`config.mk`:
```
export PLATFORM = sky130hd
export DESIGN_NAME = equ_sweep_ctrl
export DESIGN_NICKNAME = d
export VERILOG_FILES = /design/src/rtl/equ_pkg.sv /design/src/rtl/equ_mod_cnt.sv /design/src/rtl/equ_sweep_ctrl.sv
export SDC_FILE = /design/constraint.sdc
export NUM_CORES = 1
export LEC_CHECK = 0
export ABC_AREA = 1
export BUFFER_PORTS_ARGS = -buffer_cell sky130_fd_sc_hd__buf_2
export CAP_MARGIN = 20
export CORE_AREA = 2 2 50 52
export CTS_BUF_LIST = sky130_fd_sc_hd__clkbuf_8
export DETAILED_ROUTE_END_ITERATION = 12
export DIE_AREA = 0 0 52 54
export GPL_ROUTABILITY_DRIVEN = 0
export PLACE_DENSITY = 0.73
export SETUP_SLACK_MARGIN = 0.2
export SLEW_MARGIN = 0
export SYNTH_ARGS = -nofsm -noshare
export SYNTH_HDL_FRONTEND = slang
export SYNTH_HIERARCHICAL = 1
export SYNTH_SLANG_ARGS = --single-unit
```
`constraint.sdc`:
```
create_clock -name i_clk_equ -period 1.95 [get_ports i_clk_equ]
set_input_delay 0.4875 -clock i_clk_equ [delete_from_list [all_inputs] [get_ports i_clk_equ]]
set_output_delay 0.4875 -clock i_clk_equ [all_outputs]
set_load 0.05 [all_outputs]
```
`src/rtl/equ_pkg.sv`:
```
// Shared types and defaults for the per-symbol equalizer sweep controller.
//   equ_state_t : controller FSM state encoding (IDLE, PRIME, SWEEP, DONE)
//   N_SC_DEF    : default number of subcarriers swept per symbol
//   N_SYM_DEF   : default number of symbols per slot
//   PRIME_W     : width of the priming down-counter (PRIME_CYC is 1..15)
package equ_pkg;

  typedef enum logic [1:0] {
    IDLE  = 2'd0,
    PRIME = 2'd1,
    SWEEP = 2'd2,
    DONE  = 2'd3
  } equ_state_t;

  localparam int N_SC_DEF  = 12;
  localparam int N_SYM_DEF = 7;
  localparam int PRIME_W   = 4;

endpackage

```
`src/rtl/equ_mod_cnt.sv`:
```
// Modulo-MOD up-counter with enable, synchronous clear and terminal-count flag.
//   clk   : clock
//   rst   : asynchronous reset, active-high
//   en    : advance one step (wraps MOD-1 -> 0)
//   clr   : synchronous clear, wins over en
//   count : current count value
//   tc    : high while count = MOD-1
module equ_mod_cnt #(
  parameter int MOD = 12,
  parameter int W   = 4
) (
  input  logic         clk,
  input  logic         rst,
  input  logic         en,
  input  logic         clr,
  output logic [W-1:0] count,
  output logic         tc
);

  localparam logic [W-1:0] LAST = W'(MOD - 1);

  assign tc = (count == LAST);

  // NOTE: sequential state is updated with non-blocking assignments so every
  // flop samples pre-edge values, independent of block evaluation order.
  always_ff @(posedge clk or posedge rst) begin
    if (rst) begin
      count <= '0;
    end else if (clr) begin
      count <= '0;
    end else if (en) begin
      count <= tc ? '0 : count + 1'b1;
    end
  end

endmodule

```
`src/rtl/equ_sweep_ctrl.sv`:
```
// Per-symbol equalizer sweep controller. On a start strobe it idles PRIME_CYC
// cycles, then sweeps buffer read addresses 0..N_SC-1, pulses completion and
// advances the symbol-in-slot counter.
//   i_clk_equ             : clock
//   i_rst                 : asynchronous reset, active-high
//   i_done_equ_one_symbol : start strobe (accepted in IDLE and DONE only)
//   i_stall               : holds the sweep address while high
//   i_abort               : drop the current symbol, return to IDLE, clear symbol index
//   o_rd_add_out          : buffer read address (0 outside SWEEP)
//   o_rd_valid            : read address is live this cycle
//   o_rst_ser_par         : active-low serial-to-parallel reset, low on the first read
//   o_sym_idx             : symbol index within the slot
//   o_done_equ            : one-cycle pulse at symbol completion
//   o_done_slot           : one-cycle pulse at completion of the slot's last symbol
//   o_busy                : controller not in IDLE
module equ_sweep_ctrl
  import equ_pkg::*;
#(
  parameter int N_SC      = N_SC_DEF,
  parameter int ADDR_W    = 4,
  parameter int N_SYM     = N_SYM_DEF,
  parameter int SYM_W     = 3,
  parameter int PRIME_CYC = 1
) (
  input  logic              i_clk_equ,
  input  logic              i_rst,
  input  logic              i_done_equ_one_symbol,
  input  logic              i_stall,
  input  logic              i_abort,
  output logic [ADDR_W-1:0] o_rd_add_out,
  output logic              o_rd_valid,
  output logic              o_rst_ser_par,
  output logic [SYM_W-1:0]  o_sym_idx,
  output logic              o_done_equ,
  output logic              o_done_slot,
  output logic              o_busy
);

  localparam logic [PRIME_W-1:0] PRIME_LOAD = PRIME_W'(PRIME_CYC - 1);

  equ_state_t         state, state_next;
  logic [PRIME_W-1:0] prime_cnt, prime_next;

  logic [ADDR_W-1:0]  addr;
  logic               addr_tc;
  logic               addr_en;
  logic [SYM_W-1:0]   sym;
  logic               sym_tc;
  logic               sym_en;

  logic               in_sweep;
  logic               in_done;

  assign in_sweep = (state == SWEEP);
  assign in_done  = (state == DONE);

  // The address counter wraps to 0 on its own when the last address is read,
  // which is exactly the clear needed on the SWEEP -> DONE transition.
  assign addr_en = in_sweep && !i_stall && !i_abort;
  assign sym_en  = in_done && !i_abort;

  equ_mod_cnt #(.MOD(N_SC), .W(ADDR_W)) u_addr_cnt (
    .clk   (i_clk_equ),
    .rst   (i_rst),
    .en    (addr_en),
    .clr   (i_abort),
    .count (addr),
    .tc    (addr_tc)
  );

  equ_mod_cnt #(.MOD(N_SYM), .W(SYM_W)) u_sym_cnt (
    .clk   (i_clk_equ),
    .rst   (i_rst),
    .en    (sym_en),
    .clr   (i_abort),
    .count (sym),
    .tc    (sym_tc)
  );

  always_ff @(posedge i_clk_equ or posedge i_rst) begin
    if (i_rst) begin
      state     <= IDLE;
      prime_cnt <= '0;
    end else begin
      state     <= state_next;
      prime_cnt <= prime_next;
    end
  end

  // NOTE: every signal written here gets a default first, so no path through
  // the case leaves it unassigned and no latch is inferred.
  always_comb begin
    state_next = state;
    prime_next = prime_cnt;
    unique case (state)
      IDLE: begin
        // Abort outranks start, so a coincident start is dropped.
        if (!i_abort && i_done_equ_one_symbol) begin
          state_next = PRIME;
          prime_next = PRIME_LOAD;
        end
      end
      PRIME: begin
        if (i_abort) begin
          state_next = IDLE;
        end else if (prime_cnt == '0) begin
          state_next = SWEEP;
        end else begin
          prime_next = prime_cnt - 1'b1;
        end
      end
      SWEEP: begin
        if (i_abort) begin
          state_next = IDLE;
        end else if (!i_stall && addr_tc) begin
          state_next = DONE;
        end
      end
      DONE: begin
        if (i_abort) begin
          state_next = IDLE;
        end else if (i_done_equ_one_symbol) begin
          // Back-to-back symbol: skip IDLE and prime straight away.
          state_next = PRIME;
          prime_next = PRIME_LOAD;
        end else begin
          state_next = IDLE;
        end
      end
      default: state_next = IDLE;
    endcase
  end

  assign o_rd_add_out  = in_sweep ? addr : '0;
  assign o_rd_valid    = in_sweep && !i_stall;
  assign o_rst_ser_par = !(in_sweep && (addr == '0) && !i_stall);
  assign o_sym_idx     = sym;
  assign o_done_equ    = in_done && !i_abort;
  assign o_done_slot   = in_done && sym_tc && !i_abort;
  assign o_busy        = (state != IDLE);

endmodule

```
After elaboration in Yosys (flattened, before gate mapping)
Cells that the tools add are included.

Flip-flop bits (word level): 13. Output and inout port bits: 12. Word-level logic and storage cells: 61.

$add $sub $neg: 3. Eq/ne operators: 12. Multiplexer cells: 21. Reduce and logical (&&, ||, !) cells: 21.

Operators with widths (number): 4-bit two-way mux (9); 4-bit case mux with 3 select lines (1); 2-bit two-way mux (5); 2-bit inequality test (second input constant) (5); 1-bit logical AND (9); 3-bit two-way mux (3); 4-bit logical NOT (2); 2-bit case mux with 4 select lines (1); 6-bit AND reduction (1); 2-bit nonzero test (3); 4-bit by 1-bit adder with 4-bit output (second input constant) (1); 2-bit == test (second input constant) (2); 4-bit == test (second input constant) (1); 4-bit by 1-bit subtractor with 4-bit output (second input constant) (1); 3-bit by 1-bit adder with 3-bit output (second input constant) (1); 3-bit == test (second input constant) (1); 1-bit logical NOT (3); 3-bit by 2-bit inequality test with 1-bit output (second input constant) (1); 3-bit inequality test (second input constant) (1); 3-bit AND reduction (1); 3-bit nonzero test (1); 2-bit by 1-bit == test with 1-bit output (second input constant) (1); 2-bit logical NOT (1); 1-bit two-way mux (2).

Longest topological paths before layout
Depth in word-level cells: 5. Depth in mapped cells: 10.

Hierarchy
The synthesis kept the hierarchy.

By module, submodules not included: equ_sweep_ctrl (instances 1, cells each 92, area an instance 570.5 um2, sequential area each 150.1 um2); equ_mod_cnt (u_addr_cnt) (instances 1, cells each 30, area an instance 222.7 um2, sequential area each 100.1 um2); equ_mod_cnt (u_sym_cnt) (instances 1, cells each 26, area an instance 175.2 um2, sequential area each 75.1 um2).

Worst setup path after synthesis
OpenSTA, ideal clock, no wires.

Kind: register -> output. Start point: register state[0]. End point: output port o_rst_ser_par. Arrival time: 1.981 ns. Path slack: -0.519 ns. Stages on the path, launching flop included: 6. Path through: dfrtp_1 inv_1 ha_1 inv_2 nor2_1 nand2_1.

Longest elaborated chain between the ends: 4.

Ends and longest elaborated chain: from (decl) (line equ_sweep_ctrl.sv:41) `equ_state_t state, state_next;`; from (signal assigned) (line equ_sweep_ctrl.sv:85) `state <= state_next;`; 2-bit == test (line equ_sweep_ctrl.sv:54) `assign in_sweep = (state == SWEEP);`; 1-bit logical AND (2 in a row) (line equ_sweep_ctrl.sv:136) `assign o_rst_ser_par = !(in_sweep && (addr == '0) && !i_stall);`; 1-bit logical NOT (line equ_sweep_ctrl.sv:136); to (decl) (line equ_sweep_ctrl.sv:32) `output logic o_rst_ser_par,`.

No other way between the ends.

Worst setup path in the final report
Ends and elaborated chain as after synthesis.

==> results.ini <==
[outcome]
status=completed

[sta]
hold_violations=0
worst_pin_slew_ns=0.3130
maxSlewViolCount=0
setup_slack_ns=0.1784
fmax_mhz=564.4
finalCritPeriodShare=0.9085
setup_tns_ns=0
fin_crit_ns=1.772
max_slew_margin=0.7906
grt_setup_unrepaired=true
finClkSkew_ns=0.0005338
setup_violations=0

[grt]
grt_max_degree=10
antenna_found_initial=0
grt_pass1_wl_um=3463
grt_usage=0.1697
grt_pass1_vias=868
grt-ovfl-total=0

[placed_design]
dpl.cell_count=194
portBuffers=16
post-dp-hpwl_um=1655
pre_cts_ws_ns=0.2363

[clock_tree]
clk_pin_slew_ns=0.05
ctsHoldBuffers=0
cts_sinks=13
clock_path_buffers=2
cts_max_level=1
root_buffer=clkbuf_8
numCtsBuffers=3
insertion_delay_ns=0.24
cts_tree=built

[detailed_routing]
ant_nets=0
firstDrtPassIters=4
wl_um=2155
drt-wirelength-per-cell_um=10.62
drc=0
vias_per_cell=4.798
via_count=974
drtIter0Drc=21

[power_and_ir_drop]
p_sw_frac=0.4388
power_leakage_nw=0.7037
internal_power_w=0.0006965
power_frac_clock=0.185
p_per_area_nw_per_um2=967.7
pwr-share-comb=0.532
vdd_drop_max_mv=0.5533
p_switching_w=0.0005446
power_frac_seq=0.283

[critical_path]
crit_arrival_ns=1.28
worstRegToRegCells=8
reg2reg_from=state[0]
r2r_slack_ns=0.43
worst-endpoint-required_ns=1.46
path_class=flop to output pin
crit_path_start_kind=flop
reg2reg_to=u_addr_cnt/count[0]
cp-end-kind=output pin
cp_max_fo=6

[floorplan]
die_y_um=54
ios=17
fp-row-count=18
dieArea_um2=2808
core_um2=2320
die_x_um=52
start_util=0.4175

[hold_path]
hold_class=input pin to async pin

[synth]
synth-seq-cells=13
synthesis.nets=161
synth_area_um2=968.4
yosys_warnings=6
netlist_instances=148
syn_avg_cell_area_um2=6.543
synth_cell_types=17
yosysSeqAreaShare=0.3359

[cells_and_area]
stdcell_count=203
drive_gt1_frac=0.3006
fin_nets=187
diodes=0
areaGrowthSynthToFinish_pct=32.43

[flow_run]
maxCapViolCount=0

critical path: stages, from the launching register on:
cell and delay, ns:
dfrtp_1 0.41, inv_2 0.10, ha_4 0.17, inv_2 0.05, nor2_4 0.09, nand2_2 0.06, buf_6 0.16
registers in the layout, indices dropped and copies added, names as in the netlist:
signal            cells
u_addr_cnt/count      4
state                 2
prime_cnt             4
u_sym_cnt/count       3
through the flow:
stage | hold WS [ns] | power, W | area, um2 | utilization
floorplan | 0.2411 | 0.0008022 | 989.7 | -
global placement | 0.3780 | 0.0008994 | 1107 | 0.4773
detailed placement | 0.3824 | 0.0009196 | 1107 | 0.4773
CTS | 0.1178 | 0.001233 | 1246 | 0.5372
global route | 0.1358 | 0.001340 | 1282 | 0.5529
finish | 0.1194 | 0.001241 | 1282 | 0.5529
power groups by stage:
| stage | clock, W | combinational [W] | sequential (W) |
|---|---|---|---|
| detailed placement | 0 | 0.000567 | 0.000352 |
| global placement | 0 | 0.000551 | 0.000348 |
| CTS | 0.000241 | 0.000644 | 0.000348 |
| finish | 0.000229 | 0.000660 | 0.000352 |
| global route | 0.000253 | 0.000732 | 0.000355 |
| floorplan | 0 | 0.000448 | 0.000354 |
metal layers:
layer,part of all wire,GRT usage
met1,0.42,0.1928
met2,0.52,0.2954
met3,0.036,0.05000
met4,0.018,0.07456
met5,0,0
area by class of cell:
| type | instances | area (um2) |
|---|---|---|
| clock buffers | 3 | 41.29 |
| clock inverters | 1 | 3.754 |
| fillers | 206 | 1037 |
| inverters | 30 | 112.6 |
| multi-input cells | 105 | 581.8 |
| flip-flops and latches | 13 | 327.8 |
| well taps | 30 | 37.54 |
| repair buffers | 21 | 177.7 |
cell usage in the layout (no fill, tap or decap):
cell,Yosys,routed
ha_2,0,1
o21ai_0,3,3
buf_4,0,6
buf_8,0,2
a21oi_1,2,2
nand3_2,0,1
nand2_1,49,48
xor2_1,1,1
inv_1,26,22
dfrtp_1,13,11
dfrtp_2,0,2
inv_2,4,9
clkbuf_8,0,3
nor2_4,0,3
nand4_1,2,2
or2_1,1,1
ha_1,8,6
nor2_1,16,13
or2_0,1,1
nand3_1,12,11
nor4_2,0,1
nand2_2,6,7
nor2_2,2,2
buf_6,0,6
buf_2,0,7
o21bai_2,1,1
ha_4,0,1
cells in the mapped netlist:
library cell   n  area, um2
o21bai_2       1      11.26
ha_1           8      100.1
nand2_1       49      183.9
nand3_1       12      60.06
nand2_2        6      37.54
or2_1          1      6.260
o21ai_0        3      15.01
nor2_1        16      60.06
xor2_1         1      8.760
inv_2          4      15.01
nor2_2         2      12.51
a21oi_1        2      10.01
or2_0          1      6.260
inv_1         26      97.59
nor4_1         1      6.260
dfrtp_1       13      325.3
nand4_1        2      12.51
cell families after synthesis:
kind of cell / synth area share
AOI/OAI and AO/OA: 0.03746
buffers and inverters: 0.1163
and+or+nand+nor: 0.3980
DFF: 0.3359
adders and majority gates: 0.1034
xor gates and xnor gates: 0.009046
how the worst max path moves through the flow:
stage                          to  cells past startpoint     start  slack [ns]
floorplan           o_rst_ser_par                      5  state[0]        0.13
global placement       o_rd_valid                      5  state[0]        0.30
detailed placement     o_rd_valid                      5  state[0]        0.24
CTS                 o_rst_ser_par                      6  state[0]        0.18
global route        o_rst_ser_par                      6  state[0]        0.12
finish              o_rst_ser_par                      6  state[0]        0.18
repair_timing:
item	in CTS	in global routing
resized for setup	20	11
buffers inserted	4	1
pin swaps	2	1
setup endpoints to repair	9	9
Power figures use the tool's default switching activity.
